## config.mk

```make
export PLATFORM = sky130hd
export DESIGN_NAME = id_ex_stage
export DESIGN_NICKNAME = d
export VERILOG_FILES = /design/src/rtl/cpu_pkg.sv /design/src/rtl/hazard_detect.sv /design/src/rtl/id_ex_stage.sv
export SDC_FILE = /design/constraint.sdc
export NUM_CORES = 1
export LEC_CHECK = 0
export CELL_PAD_IN_SITES_DETAIL_PLACEMENT = 0
export CELL_PAD_IN_SITES_GLOBAL_PLACEMENT = 2
export CORE_ASPECT_RATIO = 1.75
export CORE_MARGIN = 4
export CORE_UTILIZATION = 25
export DETAILED_ROUTE_END_ITERATION = 16
export PLACE_DENSITY = 0.9
export SETUP_SLACK_MARGIN = 0.3
export SYNTH_ARGS = -nofsm -noshare
export SYNTH_HDL_FRONTEND = slang
export SYNTH_SLANG_ARGS = --single-unit
```

## constraint.sdc

```tcl
create_clock -name CLK -period 3.4 [get_ports CLK]
set_input_delay 0.85 -clock CLK [delete_from_list [all_inputs] [get_ports CLK]]
set_output_delay 0.85 -clock CLK [all_outputs]
set_load 0.03 [all_outputs]
```

## src/rtl/cpu_pkg.sv

```systemverilog
// Shared definitions for the five-stage MIPS core: widths, control-bundle
// bit positions and instruction field ranges.
package cpu_pkg;

  localparam int DATA_W = 32;
  localparam int REG_AW = 5;
  localparam int CTRL_W = 8;

  // Control bundle layout; ALUOp occupies [CTRL_ALUOP+1:CTRL_ALUOP].
  localparam int CTRL_REGWRITE = 7;
  localparam int CTRL_MEMREAD  = 6;
  localparam int CTRL_MEMWRITE = 5;
  localparam int CTRL_MEMTOREG = 4;
  localparam int CTRL_REGDST   = 3;
  localparam int CTRL_ALUSRC   = 2;
  localparam int CTRL_ALUOP    = 0;
  localparam int CTRL_ALUOP_W  = 2;

  localparam int INSTR_W   = 32;
  localparam int OPC_MSB   = 31;
  localparam int OPC_LSB   = 26;
  localparam int RS_MSB    = 25;
  localparam int RS_LSB    = 21;
  localparam int RT_MSB    = 20;
  localparam int RT_LSB    = 16;
  localparam int RD_MSB    = 15;
  localparam int RD_LSB    = 11;
  localparam int SHAMT_MSB = 10;
  localparam int SHAMT_LSB = 6;
  localparam int IMM_MSB   = 15;
  localparam int IMM_LSB   = 0;
  localparam int SHAMT_W   = 5;
  localparam int IMM_W     = 16;

  localparam logic [4:0] REG_ZERO = 5'd0;

endpackage

```

## src/rtl/hazard_detect.sv

```systemverilog
// Load-use hazard detector; purely combinational so the forwarding unit
// can share it later.
module hazard_detect
  import cpu_pkg::*;
#(
  parameter int REG_AW_P = REG_AW
) (
  input  logic                id_valid,
  input  logic [REG_AW_P-1:0] id_rs,
  input  logic [REG_AW_P-1:0] id_rt,
  input  logic                ex_valid,
  input  logic                ex_memread,
  input  logic [REG_AW_P-1:0] ex_dest,
  input  logic                flush_in,
  output logic                hazard,
  output logic                stall_out
);

  // A flush kills the ID instruction, so it never needs holding.
  always_comb begin
    hazard    = 1'b0;
    stall_out = 1'b0;
    if (id_valid && ex_valid && ex_memread && (ex_dest != REG_AW_P'(REG_ZERO)) &&
        ((ex_dest == id_rs) || (ex_dest == id_rt))) begin
      hazard = 1'b1;
    end else begin
      hazard = 1'b0;
    end
    stall_out = hazard & ~flush_in;
  end

endmodule

```

## src/rtl/id_ex_stage.sv

```systemverilog
// ID/EX pipeline register with WB write-through bypass and load-use bubble
// insertion.
module id_ex_stage
  import cpu_pkg::*;
#(
  parameter int DATA_W_P = DATA_W,
  parameter int REG_AW_P = REG_AW,
  parameter int CTRL_W_P = CTRL_W
) (
  input  logic                CLK,
  input  logic                RSTn,
  input  logic                id_valid,
  input  logic [31:0]         id_instr,
  input  logic [CTRL_W_P-1:0] id_ctrl,
  input  logic [DATA_W_P-1:0] id_rdata1,
  input  logic [DATA_W_P-1:0] id_rdata2,
  input  logic                wb_regwrite,
  input  logic [REG_AW_P-1:0] wb_waddr,
  input  logic [DATA_W_P-1:0] wb_wdata,
  input  logic                flush_in,
  output logic                stall_out,
  output logic                ex_valid,
  output logic [CTRL_W_P-1:0] ex_ctrl,
  output logic [DATA_W_P-1:0] ex_rdata1,
  output logic [DATA_W_P-1:0] ex_rdata2,
  output logic [DATA_W_P-1:0] ex_imm,
  output logic [4:0]          ex_shamt,
  output logic [REG_AW_P-1:0] ex_rs,
  output logic [REG_AW_P-1:0] ex_rt,
  output logic [REG_AW_P-1:0] ex_dest
);

  logic [REG_AW_P-1:0] rs;
  logic [REG_AW_P-1:0] rt;
  logic [REG_AW_P-1:0] rd;
  logic [REG_AW_P-1:0] dest;
  logic [DATA_W_P-1:0] op1;
  logic [DATA_W_P-1:0] op2;
  logic [DATA_W_P-1:0] imm_ext;
  logic                hazard;
  logic                unused_opcode;

  assign rs            = REG_AW_P'(id_instr[RS_MSB:RS_LSB]);
  assign rt            = REG_AW_P'(id_instr[RT_MSB:RT_LSB]);
  assign rd            = REG_AW_P'(id_instr[RD_MSB:RD_LSB]);
  assign imm_ext       = {{(DATA_W_P-IMM_W){id_instr[IMM_MSB]}}, id_instr[IMM_MSB:IMM_LSB]};
  assign unused_opcode = ^id_instr[OPC_MSB:OPC_LSB];

  // Write-through bypass: $0 always reads zero, even when WB targets it.
  always_comb begin
    op1 = id_rdata1;
    op2 = id_rdata2;
    if (rs == REG_AW_P'(REG_ZERO)) begin
      op1 = '0;
    end else if (wb_regwrite && (wb_waddr == rs)) begin
      op1 = wb_wdata;
    end else begin
      op1 = id_rdata1;
    end
    if (rt == REG_AW_P'(REG_ZERO)) begin
      op2 = '0;
    end else if (wb_regwrite && (wb_waddr == rt)) begin
      op2 = wb_wdata;
    end else begin
      op2 = id_rdata2;
    end
    dest = id_ctrl[CTRL_REGDST] ? rd : rt;
  end

  hazard_detect #(
    .REG_AW_P(REG_AW_P)
  ) u_hazard_detect (
    .id_valid   (id_valid),
    .id_rs      (rs),
    .id_rt      (rt),
    .ex_valid   (ex_valid),
    .ex_memread (ex_ctrl[CTRL_MEMREAD]),
    .ex_dest    (ex_dest),
    .flush_in   (flush_in),
    .hazard     (hazard),
    .stall_out  (stall_out)
  );

  // Pipeline register: flush, hazard and empty ID all produce an all-zero bubble.
  always_ff @(posedge CLK or negedge RSTn) begin
    if (!RSTn) begin
      ex_valid  <= 1'b0;
      ex_ctrl   <= '0;
      ex_rdata1 <= '0;
      ex_rdata2 <= '0;
      ex_imm    <= '0;
      ex_shamt  <= 5'd0;
      ex_rs     <= '0;
      ex_rt     <= '0;
      ex_dest   <= '0;
    end else if (flush_in || hazard || !id_valid) begin
      ex_valid  <= 1'b0;
      ex_ctrl   <= '0;
      ex_rdata1 <= '0;
      ex_rdata2 <= '0;
      ex_imm    <= '0;
      ex_shamt  <= 5'd0;
      ex_rs     <= '0;
      ex_rt     <= '0;
      ex_dest   <= '0;
    end else begin
      ex_valid  <= 1'b1;
      ex_ctrl   <= id_ctrl;
      ex_rdata1 <= op1;
      ex_rdata2 <= op2;
      ex_imm    <= imm_ext;
      ex_shamt  <= id_instr[SHAMT_MSB:SHAMT_LSB];
      ex_rs     <= rs;
      ex_rt     <= rt;
      ex_dest   <= dest;
    end
  end

endmodule

```

==> results.md, run 1 <==
* Synth Instances at 502
* IR Drop Worst-Case VDD at 266 uV
* DP Worst Slack at 0.212 ns
* HPWL after DPL at 14,800 um
* Crit share post-route at 89.3%
* Chip height at 199 um
* Via density per instance at 5.17
* Core region area at 20,500 um^2
* Data arrival at the endpoint of the critical path at 2.18 ns
* EDFF count, synth at 0
* Post-route design area at 8240 um^2
* Kind of critical path: in2out
* Final layout net count at 861
* Share of layout cells above drive strength 1 at 9.19%
* RSZ-0062 raised after global routing: no
* Classification of the worst-slack hold path: in2async
* Sequential cell area in the final layout at 2600 um^2
* Largest cells by area after synthesis: dfrtp_1 50%, a221oi_1 6.9%, a221oi_2 6.6%, nand3_1 6.4%, o21ai_0 6.1%
* Gr ovfl total at 0
* Number of CTS-inserted buffers at 9
* Die Wd at 117 um
* Number of I/O pins at 272
* Yosys reg bits at 104
* Hold Buf Count CTS at 0
* Sequential-to-total area share from yosys stat at 49.8%
* Wire length of the first global-routing pass at 31,700 um
* Routability Congestion at 0.808
* Starting utilization of the core area at 25.6%
* Max Cap Viol at 0
* Final routed wirelength across all metal layers at 21,100 um
* Final core occ at 40.2%
* TritonRoute pass-1 iters at 5
* Library cell used as clock root buffer: clkbuf_16
* Worst-skew pair later-pin latency at 0.35 ns
* Cell internal pwr at 2.21 mW
* Worst hold slack at 0.541 ns
* Part of the power in combinational logic at 23.3%
* Number of sinks handled by clock tree synthesis at 104
* Number of different library cells in the post-synthesis netlist at 27
* Nature of the critical path endpoint: output pin
* Count of filler cells inserted in the layout at 1,970
* Synthesized Nets at 648
* Net Sw Frac at 28.8%
* Total via count after detailed routing at 5,007
* Post-CTS setup repair buffer count at 0
* Final setup violation count at 0
* Setup TNS at 0 ns
* Slack of the critical path at 0.365 ns
* Max-slew violation count at 0
* Clock Tree Buf Depth at 2
* CP Max Fanout at 2
* Standard cell area after detailed placement at 7930 um^2
* Dominant cell type by area after synthesis: dfrtp_1
* Portion of total power attributed to the clock network at 34.6%
* Number of antenna violations at the first check in global routing at 1
* GR Util All Layers at 17.4%
* Cell leakage power at 3.26 nW
* Most frequent cells after synthesis: 104 x dfrtp_1, 67 x nand3_1, 64 x o21ai_0
* Area growth from synthesis to final layout at 57.5%
* Yosys Warn Count at 0
* Average detailed-routed wire length per instance at 21.8 um
* Min Tclk post-route at 3.03 ns
* Largest net degree at the start of global routing at 105
* Final hold viol count at 0
* Via count of the first global-routing pass at 5,253
* Footprint of the multi-input gates at 2030 um^2
* Fin Clk Skew at 0.00802 ns
* FP Rows at 69
* Power share of the sequential group at 42.1%
* Area enclosed by the die boundary at 23,400 um^2
* Required time of the critical path at 2.55 ns
* Remaining antenna violation count at 0
* Port Buffer Count at 265
* Actual slew at the worst max-slew pin at 0.938 ns
* Predominant post-synthesis flop cell: dfrtp_1
* Number of remaining DRC errors at 0
* FFs w/ async S/R, synth at 100%
* Pwr Density at 377 nW/um^2
* Result of the run: finished clean
* Max-Slew Margin vs Limit at 37.5%
* Net switching power at 0.893 mW
* Clock-pin transition on the worst setup and hold timing paths at 0.07 ns
* Number of H-tree branching levels at 3
* Leading cell type by number of instances after synthesis: dfrtp_1
* Netlist area before placement at 5230 um^2
* Portion of synthesized cell area occupied by the leading cell type at 49.8%
* Syn_area_per_cell at 10.4 um^2
* TritonCTS clock tree: yes
* Iter 0 DRT Violations at 463
* Worst Setup Start Kind: input pin
* Fmax at 0.330 GHz
-- stage by stage --
stage               power [mW]  std cells
finish                    3.11        968
global route              3.22        967
CTS                       3.15        966
detailed placement        2.06        952
global placement          2.06        952
floorplan                 1.67        502
-- layer usage --
| layer | share of wire [%] | track usage, % | vias up | wire length [um] |
|---|---|---|---|---|
| li1 | - | - | 2261 | - |
| met1 | 38 | 19.2 | 2504 | 7900 |
| met2 | 55 | 32.8 | 217 | 11600 |
| met3 | 4.8 | 3.68 | 25 | 1010 |
| met4 | 2.5 | 6.57 | 0 | 518 |
| met5 | 0 | 0 | - | 0 |
-- sequential cells by signal, summed over array words and instances, names as in the netlist --
name	count
ex_ctrl	8
ex_rs	5
ex_rdata2	32
ex_dest	5
ex_shamt	4
ex_rdata1	32
ex_imm	12
ex_valid	1
ex_rt	5
-- logic make-up (layout without fill, tap and decap cells) --
| family | after synthesis | after routing | synth area share [%] |
|---|---|---|---|
| mux | 5 | 5 | 0.957 |
| compound gates | 172 | 172 | 26.0 |
| simple gates | 83 | 83 | 8.16 |
| buf+inv | 118 | 334 | 11.7 |
| other cells | 0 | 2 | 0 |
| xor+xnor | 20 | 20 | 3.35 |
| flops | 104 | 104 | 49.8 |
-- final cells by class --
cell class	instances	share of cell area, %
antenna	2	0.0608
clock buffer	11	3.07
clock inverter	3	0.517
inverter	34	1.55
multi-input combinational	280	24.7
sequential	104	31.6
tap	248	3.77
timing repair buffer	286	34.8
-- power groups by stage --
stage,registers (mW),clock network (mW),logic (mW)
finish,1.31,1.07,0.724
global route,1.31,1.14,0.770
CTS,1.31,1.11,0.730
detailed placement,1.33,0,0.729
global placement,1.33,0,0.727
floorplan,1.43,0,0.241
-- timing repair --
action | in CTS | in global routing
endpoints found under the setup margin | 1 | 1
pin swaps | 1 | 5
gates resized for setup | 5 | 5
-- final timing paths --
kind                       cells after the start                 endpoint  slack [ns]            startpoint
max                                            6                stall_out        0.37          id_instr[24]
min                                            1  ex_rdata1[15]$_DFF_PN0_        0.54                  RSTn
max reg2reg                                    5  ex_rdata1[17]$_DFF_PN0_        1.53  ex_dest[0]$_DFF_PN0_
min reg2reg                                    4       ex_valid$_DFF_PN0_        1.05    ex_valid$_DFF_PN0_
max in group asynchronous                      2       ex_rs[0]$_DFF_PN0_        2.13                  RSTn
min in group CLK                               4       ex_rt[2]$_DFF_PN0_        0.93          id_instr[18]
-- cell usage in the layout, fill, tap and decap left out, drive strengths merged --
master / synthesis / final
and4: 2 / 2
and2: 2 / 2
clkdlybuf4s50: 0 / 254
a21oi: 2 / 2
nor2: 1 / 1
dlymetal6s2s: 0 / 5
dfrtp: 104 / 104
nand3: 67 / 67
nand2: 4 / 4
clkinvlp: 0 / 1
nand2b: 1 / 1
and3b: 1 / 1
nand4: 2 / 2
o21ai: 64 / 64
o22ai: 1 / 1
mux2i: 5 / 5
bufinv: 0 / 1
diode: 0 / 2
clkbuf: 33 / 11
a221oi: 64 / 64
a31o: 2 / 2
buf: 51 / 23
xnor2: 20 / 20
a211oi: 39 / 39
inv: 34 / 34
dlygate4sd2: 0 / 4
nor3: 3 / 3
clkinv: 0 / 1
-- critical path, stage by stage --
cell             delay, ns
clkdlybuf4s50_1       0.56
xnor2_1               0.14
nand2_1               0.11
o22ai_4               0.14
and3b_2               0.25
buf_12                0.13
(Power assumes the default switching activity.)
==> inputs of run 2 (changes only) <==
- RECOVER_POWER: unset -> 50
==> results.md, run 2 (synthesis gave the netlist of run 1 again) <==
* Most frequent standard cell in the layout excluding fill and tap cells: clkdlybuf4s50_1
* Number of remaining DRC errors at 0 (unchanged)
* Max-Slew Margin vs Limit at 12.0% (-26 points)
* Post-CTS setup repair buffer count at 0 (unchanged)
* Starting utilization of the core area at 25.6% (unchanged)
* Result of the run: finished clean
* Max Cap Viol at 0 (unchanged)
* Worst Setup Start Kind: input pin
* DP Worst Slack at 0.212 ns (unchanged)
* Number of antenna violations at the first check in global routing at 1 (unchanged)
* CP Max Fanout at 2 (unchanged)
* Via density per instance at 5.16 (-0.30%)
* Clock Tree Buf Depth at 2 (unchanged)
* Max-slew violation count at 0 (unchanged)
* Number of sinks handled by clock tree synthesis at 104 (unchanged)
* Number of CTS-inserted buffers at 9 (unchanged)
* Final hold viol count at 0 (unchanged)
* Core region area at 20,500 um^2 (unchanged)
* Average detailed-routed wire length per instance at 21.7 um (-0.17%)
* FP Rows at 69 (unchanged)
* Fin Clk Skew at 0.00762 ns (-0.000395 ns)
* Slack of the critical path at 0.367 ns (+0.00138 ns)
* Actual slew at the worst max-slew pin at 1.32 ns (+0.383 ns)
* Port Buffer Count at 265 (unchanged)
* Clock-pin transition on the worst setup and hold timing paths at 0.07 ns (about the same)
* Classification of the worst-slack hold path: in2async
* Number of H-tree branching levels at 3 (unchanged)
* Leading cell types in the layout, fill and taps excluded: 191 x clkdlybuf4s50_1, 104 x dfrtp_1, 67 x nand3_1
* Share of layout cells above drive strength 1 at 9.05% (-0.14 points)
* Worst-skew pair later-pin latency at 0.35 ns (about the same)
* Final setup violation count at 0 (unchanged)
* Number of I/O pins at 272 (unchanged)
* Total via count after detailed routing at 4,992 (-0.30%)
* Gr ovfl total at 0 (unchanged)
* TritonCTS clock tree: yes
* Required time of the critical path at 2.55 ns (about the same)
* Iter 0 DRT Violations at 440 (-5.0%)
* Min Tclk post-route at 3.03 ns (-0.00138 ns)
* Top Usage Layer GRT: met2
* Met2 Resource Use GR at 32.8% (unchanged)
* Library cell used as clock root buffer: clkbuf_16
* Kind of critical path: in2out
* Nature of the critical path endpoint: output pin
* Routability Congestion at 0.808 (unchanged)
* Number of buffer and inverter stages on the critical path at 2 (unchanged)
* Final layout net count at 861 (unchanged)
* HPWL after DPL at 14,800 um (unchanged)
* Die Wd at 117 um (unchanged)
* GR Util All Layers at 17.4% (unchanged)
* Largest stage delay on the critical path at 0.56 ns (about the same)
* Hold Buf Count CTS at 0 (unchanged)
* Largest net degree at the start of global routing at 105 (unchanged)
* Fmax at 0.330 GHz (about the same)
* Worst path top cell family by delay: buffers and inverters
* Chip height at 199 um (unchanged)
* Chain of cells forming the critical path: clkdlybuf4s50_1 > xnor2_1 > nand2_1 > o22ai_4 > and3b_2 > buf_12
* Setup TNS at 0 ns (unchanged)
* Area enclosed by the die boundary at 23,400 um^2 (unchanged)
* TritonRoute pass-1 iters at 5 (unchanged)
* Crit share post-route at 89.2% (about the same)
* Cell type of the slowest stage on the worst timing path: clkdlybuf4s50_1
* Met1 track utilization from global routing at 19.2% (unchanged)
* Data arrival at the endpoint of the critical path at 2.18 ns (about the same)
* Count of filler cells inserted in the layout at 1,975 (+0.25%)
* Final routed wirelength across all metal layers at 21,000 um (-0.17%)
* Registers with the highest flip-flop counts: ex_rdata1 (32), ex_rdata2 (32), ex_imm (12)
* Global routing met3 resource utilization at 3.68% (unchanged)
* Via count of the first global-routing pass at 5,253 (unchanged)
* Pwr Density at 376 nW/um^2 (-0.25%)
* IR Drop Worst-Case VDD at 266 uV (about the same)
* Cell leakage power at 3.43 nW (+5.1%)
* Area growth from synthesis to final layout at 57.1%
* RSZ-0062 raised after global routing: no
* Remaining antenna violation count at 0 (unchanged)
* Wire length of the first global-routing pass at 31,700 um (unchanged)
## run 2: layer usage
layer,part of all wire [%],wire length (um)
met1,37,7850
met2,55,11600
met3,4.9,1030
met4,2.7,565
met5,0,0
## run 2: metrics by stage
step | std cells | cell area, um^2 | hold WS, ns | util [%] | total power, mW
2_1_floorplan | 502 | 5230 | 0.554 | - | 1.67
3_3_place_gp | 952 | 7930 | 0.934 | 38.7 | 2.06
3_5_place_dp | 952 | 7930 | 0.932 | 38.7 | 2.06
4_1_cts | 966 | 8220 | 0.548 | 40.2 | 3.15
5_1_grt | 967 | 8210 | 0.874 | 40.1 | 3.21
6_report | 968 | 8210 | 0.778 | 40.1 | 3.09
## run 2: repair_timing
action / CTS / global route
endpoints found under the setup margin: 1 / 1
endpoints found under the hold margin: 0 / 0
resized for setup: 5 / 5
pin swaps: 1 / 5
## run 2: final timing paths
kind                            cells past startpoint  slack [ns]                  from                      end
worst max-delay path                                6        0.37          id_instr[24]                stall_out
worst min-delay path                                1        0.78                  RSTn  ex_rdata1[15]$_DFF_PN0_
worst max register to register                      5        1.54  ex_dest[0]$_DFF_PN0_  ex_rdata1[17]$_DFF_PN0_
worst min register to register                      4        1.05    ex_valid$_DFF_PN0_       ex_valid$_DFF_PN0_
max in group asynchronous                           2        0.86                  RSTn     ex_imm[13]$_DFF_PN0_
min in group CLK                                    4        0.93          id_instr[18]       ex_rt[2]$_DFF_PN0_
## run 2: where the power goes
part	total (mW)	switching (mW)	internal, mW
clock network	1.07	0.470	0.603
registers	1.31	0.0202	1.29
logic	0.710	0.401	0.309
total	3.09	0.891	2.20
## run 2: final cells by class
| class | instances | area, um^2 | area share, % |
|---|---|---|---|
| Timing Repair Buffer | 286 | 2840 | 34.6 |
| Sequential cell | 104 | 2600 | 31.7 |
| Multi-Input combinational cell | 280 | 2030 | 24.7 |
| Tap cell | 248 | 310 | 3.78 |
| Clock buffer | 11 | 253 | 3.08 |
| Inverter | 34 | 128 | 1.55 |
| Clock inverter | 3 | 42.5 | 0.518 |
| Antenna cell | 2 | 5.00 | 0.0609 |
## run 2: worst reg2reg max path, cell delays in order, from the launching register on
cell and delay, ns:
dfrtp_1 0.46, xnor2_1 0.19, nand3_1 0.13, o22ai_4 0.20, buf_12 0.45, a221oi_1 0.29
==> inputs of run 3 (changes only) <==
--- a/config.mk
+++ b/config.mk
@@ -12,2 +12,3 @@
 export CORE_UTILIZATION = 25
+export CTS_CLUSTER_SIZE = 20
 export DETAILED_ROUTE_END_ITERATION = 16
--- a/constraint.sdc
+++ b/constraint.sdc
@@ -3,2 +3,2 @@
 set_output_delay 0.85 -clock CLK [all_outputs]
-set_load 0.03 [all_outputs]
+set_load 0.01 [all_outputs]
==> results.md, run 3 (synthesis gave the netlist of run 1 again) <==
* Number of H-tree branching levels at 3 (unchanged)
* Number of sinks handled by clock tree synthesis at 104 (unchanged)
* Share of layout cells above drive strength 1 at 8.88% (-0.18 points)
* Max-Slew Margin vs Limit at 8.21% (-3.8 points)
* Number of CTS-inserted buffers at 9 (unchanged)
* Final routed wirelength across all metal layers at 20,800 um (-1.1%)
* Largest net degree at the start of global routing at 105 (unchanged)
* Nature of the critical path endpoint: output pin
* Via density per instance at 5.20 (+0.91%)
* Number of antenna violations at the first check in global routing at 1 (unchanged)
* Max-slew violation count at 0 (unchanged)
* Worst-skew pair later-pin latency at 0.35 ns (about the same)
* Worst path top cell family by delay: buffers and inverters
* Area growth from synthesis to final layout at 56.2%
* Number of remaining DRC errors at 0 (unchanged)
* Final layout net count at 864 (+0.35%)
* Reg-to-reg critical path startpoint: ex_dest[1]$_DFF_PN0_
* Library cell used as clock root buffer: clkbuf_16
* Starting utilization of the core area at 25.6% (unchanged)
* CP Max Fanout at 2 (unchanged)
* Post-CTS setup repair buffer count at 0 (unchanged)
* Clock-pin transition on the worst setup and hold timing paths at 0.06 ns (about the same)
* Chip height at 199 um (unchanged)
* Clock Tree Buf Depth at 2 (unchanged)
* Via count of the first global-routing pass at 5,323 (+1.3%)
* Port Buffer Count at 265 (unchanged)
* Iter 0 DRT Violations at 440 (unchanged)
* Leading cell types in the layout, fill and taps excluded: 197 x clkdlybuf4s50_1, 104 x dfrtp_1, 67 x nand3_1
* Fmax at 0.335 GHz (+1.7%)
* Setup TNS at 0 ns (unchanged)
* Required time of the critical path at 2.55 ns (about the same)
* TritonCTS clock tree: yes
* Worst Setup Start Kind: input pin
* Registers with the highest flip-flop counts: ex_rdata1 (32), ex_rdata2 (32), ex_imm (12)
* Kind of critical path: in2out
* Worst hold slack at 0.730 ns (-0.0485 ns)
* Pwr Density at 353 nW/um^2 (-6.1%)
* Classification of the worst-slack hold path: in2async
* Max Cap Viol at 0 (unchanged)
* Max layer used: met4
* Final hold viol count at 0 (unchanged)
* Met3 wirelength from detailed routing at 1130 um (+10%)
* Hold Buf Count CTS at 0 (unchanged)
* Crit share post-route at 87.7% (-1.5 points)
* Start point of the critical path: id_instr[21]
* Remaining antenna violation count at 0 (unchanged)
* Actual slew at the worst max-slew pin at 1.38 ns (+0.0564 ns)
* Total via count after detailed routing at 5,053 (+1.2%)
* Slack of the critical path at 0.417 ns (+0.0508 ns)
* Chain of cells forming the critical path: clkdlybuf4s50_1 > xnor2_1 > nand3_1 > o22ai_4 > and3b_1 > buf_4
* Overall power of the completed layout at 2.89 mW (-6.6%)
* Area enclosed by the die boundary at 23,400 um^2 (unchanged)
* HPWL after DPL at 14,900 um (+0.61%)
* Die Wd at 117 um (unchanged)
* GR Util All Layers at 17.3% (-0.11 points)
* Core region area at 20,500 um^2 (unchanged)
* Sequential cell area in the final layout at 2600 um^2 (unchanged)
* Wire length of the first global-routing pass at 31,700 um (about the same)
* Cell leakage power at 3.39 nW (-1.1%)
* Fin Clk Skew at 0.00682 ns (-0.000805 ns)
* Result of the run: finished clean
* Min Tclk post-route at 2.98 ns (-0.0508 ns)
* Number of I/O pins at 272 (unchanged)
* Footprint of the multi-input gates at 2030 um^2 (about the same)
* Average detailed-routed wire length per instance at 21.4 um (-1.4%)
* Gr ovfl total at 0 (unchanged)
* IR Drop Worst-Case VDD at 199 uV (-25%)
* Count of filler cells inserted in the layout at 2,003 (+1.4%)
* RSZ-0062 raised after global routing: no
* Largest stage delay on the critical path at 0.51 ns (-0.05 ns)
* DP Worst Slack at -0.0897 ns (-0.302 ns)
* TritonRoute pass-1 iters at 6 (+1)
* Most frequent standard cell in the layout excluding fill and tap cells: clkdlybuf4s50_1
* Data arrival at the endpoint of the critical path at 2.13 ns (-0.05 ns)
* Cell type of the slowest stage on the worst timing path: clkdlybuf4s50_1
* Amount of wire on met2 after detailed routing at 11,400 um (-1.5%)
* Final setup violation count at 0 (unchanged)
* Metal1 wirelength at 7540 um (-3.9%)
* Number of buffer and inverter stages on the critical path at 2 (unchanged)
* FP Rows at 69 (unchanged)
* Routability Congestion at 0.821 (+1.7%)
## run 3: changes by cell type in the layout (fill, tap and decap cells not counted), moves of 2 or more
cell / delta
buf_12: -2
buf_4: +4
clkbuf_1: +3
clkdlybuf4s50_1: +6
dlymetal6s2s_1: -3
dlygate4sd2_1: -3
## run 3: area by class of cell
type                    instances  share of cell area (%)
diodes                          2                  0.0613
clock buffers                  13                    3.06
clock inverters                 1                  0.0613
inverters                      34                    1.56
multi-input cells             280                    24.9
flip-flops and latches        104                    31.9
well taps                     248                    3.80
repair buffers                289                    34.7
## run 3: repair_timing
action,4_1_cts,5_1_grt
pin swaps,0,3
setup endpoints to repair,7,42
endpoints found under the hold margin,0,0
resized for setup,5,4
## run 3: power breakdown
part           leakage (nW)  internal [mW]  switching (mW)
clock                 0.126          0.509           0.452
combinational          1.86          0.312           0.306
sequential             1.40           1.29          0.0197
total                  3.39           2.11           0.778
## run 3: layer usage
metal | up-vias | track usage, %
met3 | 32 | 3.43
met5 | - | 0
li1 | 2270 | -
met2 | 239 | 32.4
met4 | 0 | 7.48
met1 | 2512 | 19.0
## run 3: stage by stage
stage               instances  utilization [%]  instance area (um^2)
floorplan                 502                -                  5230
global placement          955             38.7                  7930
detailed placement        955             38.7                  7930
CTS                       969             40.0                  8180
global route              970             39.9                  8170
finish                    971             39.9                  8170
## run 3: worst paths after layout
path                                            to  slack, ns  cells past startpoint
min in group CLK                ex_rs[3]$_DFF_PN0_       0.88                      3
min                        ex_rdata1[15]$_DFF_PN0_       0.73                      1
max reg2reg                 ex_rdata2[5]$_DFF_PN0_       1.02                      6
max                                      stall_out       0.42                      6
max in group asynchronous   ex_rdata2[3]$_DFF_PN0_       0.82                      2
min reg2reg                     ex_valid$_DFF_PN0_       1.03                      4
